File: src/rtl/hier_tree_node.sv
// hier_tree_node: NUM_CHILD-way interior node of the module tree.
// Routes requests by child index and merges responses round-robin.
module hier_tree_node #(
  parameter int NUM_CHILD = 5,
  parameter int DATA_W = 32,
  parameter int MAX_OUTST = 4,
  localparam int IDX_W = (NUM_CHILD > 1) ? $clog2(NUM_CHILD) : 1
) (
  input  logic clk,
  input  logic rst,
  input  logic up_req_valid,
  output logic up_req_ready,
  input  logic [IDX_W-1:0] up_req_idx,
  input  logic [DATA_W-1:0] up_req_data,
  output logic up_rsp_valid,
  input  logic up_rsp_ready,
  output logic [IDX_W-1:0] up_rsp_idx,
  output logic [DATA_W-1:0] up_rsp_data,
  output logic up_rsp_err,
  output logic [NUM_CHILD-1:0] dn_req_valid,
  input  logic [NUM_CHILD-1:0] dn_req_ready,
  output logic [NUM_CHILD*DATA_W-1:0] dn_req_data,
  input  logic [NUM_CHILD-1:0] dn_rsp_valid,
  output logic [NUM_CHILD-1:0] dn_rsp_ready,
  input  logic [NUM_CHILD*DATA_W-1:0] dn_rsp_data,
  output logic busy
);
  localparam int NS = NUM_CHILD + 1;
  localparam int PW = $clog2(NS);
  localparam int CW = $clog2(MAX_OUTST + 1);

  typedef enum logic { REQ_EMPTY, REQ_FULL } req_state_t;

  req_state_t req_state;
  req_state_t req_state_nxt;
  logic [IDX_W-1:0] req_idx;
  logic [DATA_W-1:0] req_data;
  logic [CW-1:0] cnt [NUM_CHILD];
  logic [PW-1:0] ptr;
  logic rsp_full;
  logic [IDX_W-1:0] rsp_idx;
  logic [DATA_W-1:0] rsp_data;
  logic rsp_err;

  logic req_full;
  logic head_ok;
  logic req_bad;
  logic dispatch;
  logic req_done;
  logic [NS-1:0] rsp_req;
  logic [2*NS-1:0] rot2;
  logic found;
  logic grant_any;
  logic [PW-1:0] grant_idx;
  logic [IDX_W-1:0] sel_idx;
  logic [DATA_W-1:0] sel_data;
  logic sel_err;
  logic [NUM_CHILD-1:0] inc;
  logic [NUM_CHILD-1:0] dec;

  function automatic logic [PW-1:0] wrap(input int v);
    return PW'((v >= NS) ? v - NS : v);
  endfunction

  assign req_full = (req_state == REQ_FULL);
  assign dn_req_data = {NUM_CHILD{req_data}};

  always_comb begin
    head_ok = 1'b0;
    for (int i = 0; i < NUM_CHILD; i++) begin
      if (int'(req_idx) == i) head_ok = int'(cnt[i]) < MAX_OUTST;
    end
    req_bad = req_full && (int'(req_idx) >= NUM_CHILD);
    dn_req_valid = '0;
    for (int i = 0; i < NUM_CHILD; i++) begin
      dn_req_valid[i] = req_full && head_ok && (int'(req_idx) == i);
    end
  end

  assign dispatch = |(dn_req_valid & dn_req_ready);
  assign req_done = dispatch ||
    (req_bad && grant_any && (int'(grant_idx) == NUM_CHILD));

  always_comb begin
    req_state_nxt = req_state;
    up_req_ready = 1'b0;
    unique case (req_state)
      REQ_EMPTY: begin
        up_req_ready = 1'b1;
        if (up_req_valid) req_state_nxt = REQ_FULL;
      end
      REQ_FULL: begin
        up_req_ready = req_done;
        if (req_done && !up_req_valid) req_state_nxt = REQ_EMPTY;
      end
    endcase
  end

  // Slot NUM_CHILD is the local error response for a bad index.
  assign rsp_req = {req_bad, dn_rsp_valid};
  assign rot2 = {rsp_req, rsp_req} >> ptr;

  always_comb begin
    found = 1'b0;
    grant_idx = '0;
    for (int j = 0; j < NS; j++) begin
      if (!found && rot2[j]) begin
        found = 1'b1;
        grant_idx = wrap(int'(ptr) + j);
      end
    end
  end

  assign grant_any = found && (!rsp_full || up_rsp_ready);

  always_comb begin
    dn_rsp_ready = '0;
    sel_idx = req_idx;
    sel_data = '0;
    sel_err = 1'b1;
    for (int i = 0; i < NUM_CHILD; i++) begin
      if (int'(grant_idx) == i) begin
        dn_rsp_ready[i] = grant_any;
        sel_idx = IDX_W'(i);
        sel_data = dn_rsp_data[i*DATA_W +: DATA_W];
        sel_err = (cnt[i] == '0);
      end
    end
  end

  always_comb begin
    busy = req_full || rsp_full;
    for (int i = 0; i < NUM_CHILD; i++) begin
      inc[i] = dn_req_valid[i] && dn_req_ready[i];
      dec[i] = dn_rsp_valid[i] && dn_rsp_ready[i] && (cnt[i] != '0);
      if (cnt[i] != '0) busy = 1'b1;
    end
  end

  always_ff @(posedge clk) begin
    if (rst) begin
      req_state <= REQ_EMPTY;
      req_idx <= '0;
      req_data <= '0;
    end else begin
      req_state <= req_state_nxt;
      if (up_req_valid && up_req_ready) begin
        req_idx <= up_req_idx;
        req_data <= up_req_data;
      end
    end
  end

  always_ff @(posedge clk) begin
    if (rst) begin
      rsp_full <= 1'b0;
      rsp_idx <= '0;
      rsp_data <= '0;
      rsp_err <= 1'b0;
      ptr <= '0;
    end else if (grant_any) begin
      rsp_full <= 1'b1;
      rsp_idx <= sel_idx;
      rsp_data <= sel_data;
      rsp_err <= sel_err;
      ptr <= wrap(int'(grant_idx) + 1);
    end else if (up_rsp_ready) begin
      rsp_full <= 1'b0;
    end
  end

  // Unsolicited responses never decrement, so counters cannot underflow.
  always_ff @(posedge clk) begin
    if (rst) begin
      for (int i = 0; i < NUM_CHILD; i++) cnt[i] <= '0;
    end else begin
      for (int i = 0; i < NUM_CHILD; i++) begin
        if (inc[i] && !dec[i]) cnt[i] <= cnt[i] + CW'(1);
        else if (dec[i] && !inc[i]) cnt[i] <= cnt[i] - CW'(1);
      end
    end
  end

  assign up_rsp_valid = rsp_full;
  assign up_rsp_idx = rsp_idx;
  assign up_rsp_data = rsp_data;
  assign up_rsp_err = rsp_err;

endmodule

File: config.mk
export PLATFORM = sky130hd
export DESIGN_NAME = hier_tree_node
export DESIGN_NICKNAME = d
export VERILOG_FILES = /design/src/rtl/hier_tree_node.sv
export SDC_FILE = /design/constraint.sdc
export NUM_CORES = 1
export LEC_CHECK = 0
export BUFFER_PORTS_ARGS = -buffer_cell sky130_fd_sc_hd__buf_2
export CAP_MARGIN = 20
export CORE_AREA = 2 2 164 166
export DETAILED_ROUTE_END_ITERATION = 16
export DIE_AREA = 0 0 166 168
export GPL_TIMING_DRIVEN = 0
export SETUP_SLACK_MARGIN = 0.5
export SLEW_MARGIN = 25
export SYNTH_ARGS = -nofsm -noshare
export SYNTH_HDL_FRONTEND = slang
export SYNTH_SLANG_ARGS = --single-unit
File: constraint.sdc
create_clock -name clk -period 5.1 [get_ports clk]
set_clock_uncertainty 0.1 [all_clocks]
set_input_delay 0.51 -clock clk [delete_from_list [all_inputs] [get_ports clk]]
set_output_delay 0.51 -clock clk [all_outputs]
set_load 0.03 [all_outputs]
==> results of run 1 <==
synthesized netlist by cell type (all sizes together), types with 2 or more instances:
master | number | share of area, %
nand3b | 2 | 0.22
dfxtp | 76 | 22
buf | 153 | 16
and2 | 6 | 0.63
a311oi | 3 | 0.57
a22oi | 27 | 3.0
nand2 | 138 | 7.6
fa | 4 | 1.2
a31oi | 5 | 0.90
nand4 | 11 | 1.1
o22ai | 3 | 0.28
o21a | 2 | 0.22
clkbuf | 37 | 2.0
a31o | 3 | 0.39
a21oi | 66 | 4.9
o21ai | 52 | 3.9
o211ai | 4 | 0.44
mux2i | 7 | 1.1
a211oi | 35 | 3.9
a21o | 2 | 0.22
ha | 16 | 2.9
xor2 | 7 | 0.90
nand2b | 5 | 0.46
o31ai | 4 | 0.44
nor2 | 73 | 4.5
nor3 | 14 | 1.0
o2111ai | 2 | 0.35
xnor2 | 6 | 0.77
nor2b | 2 | 0.18
and3 | 10 | 0.92
nor3b | 2 | 0.22
edfxtp | 15 | 6.6
inv | 24 | 1.3
or3 | 3 | 0.28
o21bai | 2 | 0.22
a222oi | 32 | 4.7
a32o | 2 | 0.31
nand3 | 11 | 0.81
layer usage:
layer	track usage (%)	routed length, um	share of wire [%]	up-vias
li1	-	-	-	3865
met1	22.2	11100	37	3629
met2	39.3	16100	54	432
met3	3.90	2060	6.8	44
met4	7.64	740	2.5	2
met5	0	11	0.037	-
cell type report:
class | count | area share, %
inverter | 24 | 0.922
clock buffer | 9 | 2.31
buffer | 190 | 13.2
multi-input combinational | 571 | 36.4
antenna | 4 | 0.102
tap | 341 | 4.37
timing repair buffer | 420 | 21.6
sequential | 91 | 20.2
clock inverter | 6 | 0.897
worst max-delay path, stage by stage (launching register included):
cell      delay (ns)
dfxtp_2         0.39
buf_6           0.16
buf_4           0.20
mux2i_2         0.25
nand2_1         0.13
a31oi_4         0.26
o21ai_2         0.17
o31ai_1         0.26
o21bai_1        0.13
and2_1          0.22
inv_1           0.09
ha_2            0.21
inv_2           0.09
nor2_2          0.15
nand2_1         0.09
or4_1           0.48
fa_1            0.44
xor2_2          0.17
xnor2_1         0.14
nor2_1          0.05
sequential cells by signal, indices dropped and copies added (netlist names):
| signal | flops |
|---|---|
| req_data | 32 |
| req_idx | 3 |
| req_full | 1 |
| up_rsp_idx | 3 |
| up_rsp_err | 1 |
| ptr | 3 |
| up_rsp_data | 32 |
| cnt | 15 |
| up_rsp_valid | 1 |
kinds of logic (layout without fill, tap and decap cells):
kind of cell | after synthesis | count (layout) | synth area share [%]
multiplexers | 8 | 8 | 1.47
adder cells (fa/ha/maj) | 20 | 20 | 4.12
AND/OR/NAND/NOR | 281 | 281 | 18.4
flip-flops | 91 | 91 | 29.0
buffers and inverters | 214 | 649 | 19.8
XOR/XNOR | 13 | 13 | 1.67
other | 0 | 4 | 0
AO/OA/AOI/OAI | 249 | 249 | 25.5
power groups by stage:
stage	combinational (mW)	clock [mW]	sequential, mW
after detailed placement	4.45	0	1.08
after global placement	4.41	0	1.07
after CTS	4.60	0.773	1.07
final	4.63	0.746	1.07
after global routing	5.03	0.793	1.09
after floorplan	2.85	0	1.25
final timing paths:
path	from	depth (start not counted)	slack (ns)	to
worst min-delay path	up_req_data[8]	3	0.29	req_data[8]$_SDFFE_PP0P_
worst min register to register	up_rsp_idx[2]$_SDFFE_PP0N_	2	0.36	up_rsp_idx[2]$_SDFFE_PP0N_
worst max register to register	ptr[0]$_SDFFE_PP0N_	19	0.65	cnt[0][2]$_SDFFCE_PP0P_
worst max-delay path	ptr[0]$_SDFFE_PP0N_	19	0.65	cnt[0][2]$_SDFFCE_PP0P_
timing repair:
action                                  4_1_cts  5_1_grt
buffers inserted                              3        0
gates resized for setup                      20       15
pin swaps                                     1        1
endpoints found under the setup margin       51       51
stage by stage:
stage | setup slack (ns) | cell area (um2) | util [%]
final | 0.649 | 9770 | 37.1
after detailed placement | -0.247 | 9310 | 35.3
after floorplan | 1.08 | 6800 | -
after CTS | 0.546 | 9700 | 36.8
after global placement | -0.233 | 9310 | 35.3
after global routing | 0.390 | 9770 | 37.1
==> results.toml, run 1 <==
[outcome]
status = "completed"

[sta]
period_minus_slack_ns = 4.45
setup_viol = 0
worst_pin_slew_ns = 0.693
setup_tns_ns = 0
slew_headroom_pct = 53.8
drv_slew = 0
fmax_mhz = 225
hold_viol_final = 0
fin_crit_sh_pct = 87.3
hold_slack_ns = 0.287
rsz0062_at_grt = "yes"

[drt]
viasPerCell = 4.81
drt-initial-drc-count = 546
wl_per_cell_um = 18.1
firstDrtPassIters = 7
drc_errors = 0
ant_nets = 0
routed_wl_mm = 30.0
vias = 7972

[place]
gp_congestion = 0.922
portBuffers = 417
dp_cells = 1634
hpwl_mm = 24.6

[floorplan]
die-area_um2 = 27900
die_h_um = 168
fp.dieW_um = 166
initial_utilization_pct = 25.8
num_rows = 60
core_um2 = 26400
io_pins = 418

[finish]
drive_gt1_share_pct = 49.2
final_common_cell = "buf_2"
layoutNonFillerInstCount = 1656
final_cell_mix = "buf_2, nand2_1, buf_4"
final_nets = 1536
fillCellCount = 2837
multi_input_area_um2 = 3560
seqCellArea_um2 = 1970
areaGrowthSynthToFinish_pct = 43.6

[global_routing]
antenna_found_initial = 9
grt_pass1_vias = 7456
grt_pass1_wl_mm = 43.9
grt.overflow.total = 0
grt_max_degree = 16
grt_usage_pct = 20.5

[clock_tree]
holdBufCountCts = 0
cts-root-buf = "clkbuf_16"
cts_buffers = 9
h-tree-depth = 3
cts_tree = "done"
clkLatencyLatePin_ns = 0.35
clock_path_buffers = 2
clkSinkCount = 91
path_clk_slew_ns = 0.08

[synth]
syn_area_per_cell_um2 = 7.76
syn_inst = 876
synth_nets = 1105
synth_edf_count = 15
async_flop_share_pct = 0
ys_ff_latch = 91
synth_ff_type = "dfxtp_1"
ys_seq_area_share_pct = 29.0
netlist_area_um2 = 6800
synth_cell_type_count = 63
yosysWarnings = 0

[critical_path]
crit_fanout = 10
critPathKind = "flip-flop to flip-flop"
cp.arrival_ns = 4.46
cp.required_ns = 5.11
cp-start-kind = "flip-flop"
critPathCaptureType = "flip-flop"

[power]
p_sw_share_pct = 53.6
peakVddDrop_v = 0.000427
comb_power_share_pct = 71.9
total_power_mw = 6.44
seqPwrFrac_pct = 16.6
p_int_mw = 2.99
p_per_area_nw_per_um2 = 660
power.switching_mw = 3.45
clockPowerShare_pct = 11.6
p_leak_nw = 4.97

[run]
cap_violations = 0

[min_path]
hp-class = "input pin to flip-flop"
(Power assumes the default switching activity.)
==> run 2: changes to the inputs <==
Settings changed: ABC_AREA set to 1, CORE_AREA 2 2 164 166 to 2 2 162 164, DIE_AREA 0 0 166 168 to 0 0 164 166.
==> run 2 against run 1 <==
Final cell count increased by 6.4%. Highest routed layer is now met4. Clock power down 9.2%. Combinational power grew 9.9%. Flip-flop and latch count stayed put. Fmax is 4.8% higher.
==> results.toml, run 2 <==
[outcome]
status = "completed"

[synth]
synth_area_leaders = "dfxtp_1, buf_4, nor2_1, nand2_1, edfxtp_1"
synth_top_area_cell = "dfxtp_1"
synth_top_area_share_pct = 21.6
synth_cell_type_count = 46
syn_inst = 992
synth_edf_count = 15
synth.most_common_cell = "nor2_1"
ys_ff_latch = 91
ys_seq_area_share_pct = 28.0
netlist_area_um2 = 7040
synthTopCellsByCount = "nor2_1, nand2_1, buf_4, dfxtp_1, nand3_1"
syn_area_per_cell_um2 = 7.09
yosysWarnings = 0
synth_ff_type = "dfxtp_1"
synth_nets = 1221
async_flop_share_pct = 0

[finish]
final_nets = 1648
final_core_util_pct = 38.4
fillCellCount = 2764
final_common_cell = "buf_2"
multi_input_area_um2 = 3570
seqCellArea_um2 = 1970
final_cell_mix = "buf_2, nor2_1, nand2_1"
final_cell_area_um2 = 9840
areaGrowthSynthToFinish_pct = 39.9
drive_gt1_share_pct = 46.3

[sta]
slew_headroom_pct = 54.5
hold_viol_final = 0
period_minus_slack_ns = 4.25
drv_slew = 0
fmax_mhz = 236
fin_crit_sh_pct = 83.2
setup_viol = 0
setup_tns_ns = 0
rsz0062_at_grt = "no"
worst_pin_slew_ns = 0.677

[clock_tree]
clkLatencyLatePin_ns = 0.35
h-tree-depth = 3
path_clk_slew_ns = 0.08
cts_buffers = 9
clkSinkCount = 91
cts-root-buf = "clkbuf_16"
cts_tree = "done"
clock_path_buffers = 2
holdBufCountCts = 0
postCtsSetupBuffers = 0

[global_routing]
grt_usage_pct = 19.8
grt_pass1_vias = 7578
antenna_found_initial = 3
grt_max_degree = 19
grt.overflow.total = 0
grt_pass1_wl_mm = 41.4

[critical_path]
critPathCaptureType = "output pin"
cp.arrival_ns = 3.64
cp_slowest_cell = "dfxtp_1"
path_cells = "buf_4 > inv_2 > ha_1 > inv_2 > nor2_1 > o221ai_1 > xor2_1 > nand2_1 > nand2_1 > nand3_1 > inv_1 > ha_1 > inv_1 > nor2_4 > nand2_1 > inv_2 > clkbuf_4 > buf_2"
crit_path_max_incr_delay_ns = 0.42
cp-start-kind = "flip-flop"
crit_fanout = 12
critPathKind = "flip-flop to output pin"
cp.required_ns = 4.49

[power]
p_leak_nw = 5.25
total_power_mw = 6.85
p_per_area_nw_per_um2 = 696
peakVddDrop_v = 0.000526

[floorplan]
fp.dieW_um = 164
io_pins = 418
die-area_um2 = 27200
core_um2 = 25600
initial_utilization_pct = 27.5
die_h_um = 166
num_rows = 59

[drt]
firstDrtPassIters = 5
drc_errors = 0
ant_nets = 0
routed_wl_mm = 27.7
wl_per_cell_um = 15.7
drt-initial-drc-count = 494
vias = 7914
viasPerCell = 4.49

[place]
gp_congestion = 0.908
place_area_um2 = 9540
portBuffers = 416
hpwl_mm = 23.2

[run]
cap_violations = 0

[min_path]
hp-class = "input pin to flip-flop"
## run 2: cell types whose count changed after synthesis, moves of 31 or more
| cell | before | now |
|---|---|---|
| nor2_1 | 61 | 163 |
| nand3_1 | 11 | 69 |
| inv_1 | 22 | 59 |
| a211oi_1 | 35 | 0 |
| a222oi_1 | 32 | 0 |
| o211ai_1 | 4 | 35 |
## run 2: layout make-up
| class | count | area share [%] |
|---|---|---|
| antenna | 3 | 0.0763 |
| buffer | 176 | 12.5 |
| clock buffer | 9 | 2.29 |
| clock inverter | 7 | 0.648 |
| inverter | 72 | 2.80 |
| multi-input combinational | 653 | 36.2 |
| sequential | 91 | 20.0 |
| tap | 335 | 4.26 |
| timing repair buffer | 416 | 21.1 |
## run 2: repair_timing
action | in CTS | in global routing
resized for setup | 1 | 5
cloned | 0 | 0
endpoints found under the setup margin | 1 | 11
hold endpoints to repair | 0 | 0
## run 2: where the power goes
| group | switching (mW) | internal (mW) |
|---|---|---|
| sequential | 0.144 | 0.940 |
| combinational | 3.32 | 1.77 |
| clock | 0.334 | 0.344 |
## run 2: kinds of logic after synthesis
| kind of cell | synth area share [%] |
|---|---|
| and+or+nand+nor | 29.7 |
| AOI/OAI and AO/OA | 15.3 |
| xor gates and xnor gates | 1.62 |
| DFF | 28.0 |
| buffers and inverters | 21.4 |
| adders and majority gates | 3.98 |
## run 2: worst max-delay path: cells and delay by family (launching register included)
family	cells	cell delay [ns]
AOI/OAI and AO/OA	1	0.23
xor gates and xnor gates	1	0.17
buffers and inverters	8	1.31
DFF	1	0.42
and+or+nand+nor	6	0.57
adders and majority gates	2	0.59
## run 2: per-stage QoR
stage / std cells / hold WS [ns] / setup WS (ns)
floorplan: 992 / 0.421 / 0.914
global placement: 1743 / 0.355 / 0.478
detailed placement: 1743 / 0.355 / 0.444
CTS: 1759 / 0.270 / 0.589
global route: 1762 / 0.273 / 0.527
finish: 1762 / 0.284 / 0.855
## run 2: routing by layer
| metal | wire (um) | global-route usage [%] | vias to the layer above |
|---|---|---|---|
| met5 | 0 | 0 | - |
| met2 | 15100 | 38.8 | 368 |
| met4 | 699 | 7.02 | 0 |
| met1 | 10100 | 20.9 | 3516 |
| met3 | 1890 | 3.30 | 37 |
| li1 | - | - | 3993 |
## run 2: worst paths after layout
path	startpoint	endpoint	slack, ns	cells past startpoint
worst max-delay path	ptr[1]$_SDFFE_PP0N_	dn_rsp_ready[4]	0.85	18
worst min-delay path	up_req_data[0]	req_data[0]$_SDFFE_PP0P_	0.28	3
worst max register to register	ptr[1]$_SDFFE_PP0N_	cnt[3][2]$_SDFFCE_PP0P_	0.86	22
worst min register to register	up_rsp_idx[0]$_SDFFE_PP0N_	up_rsp_idx[0]$_SDFFE_PP0N_	0.37	2
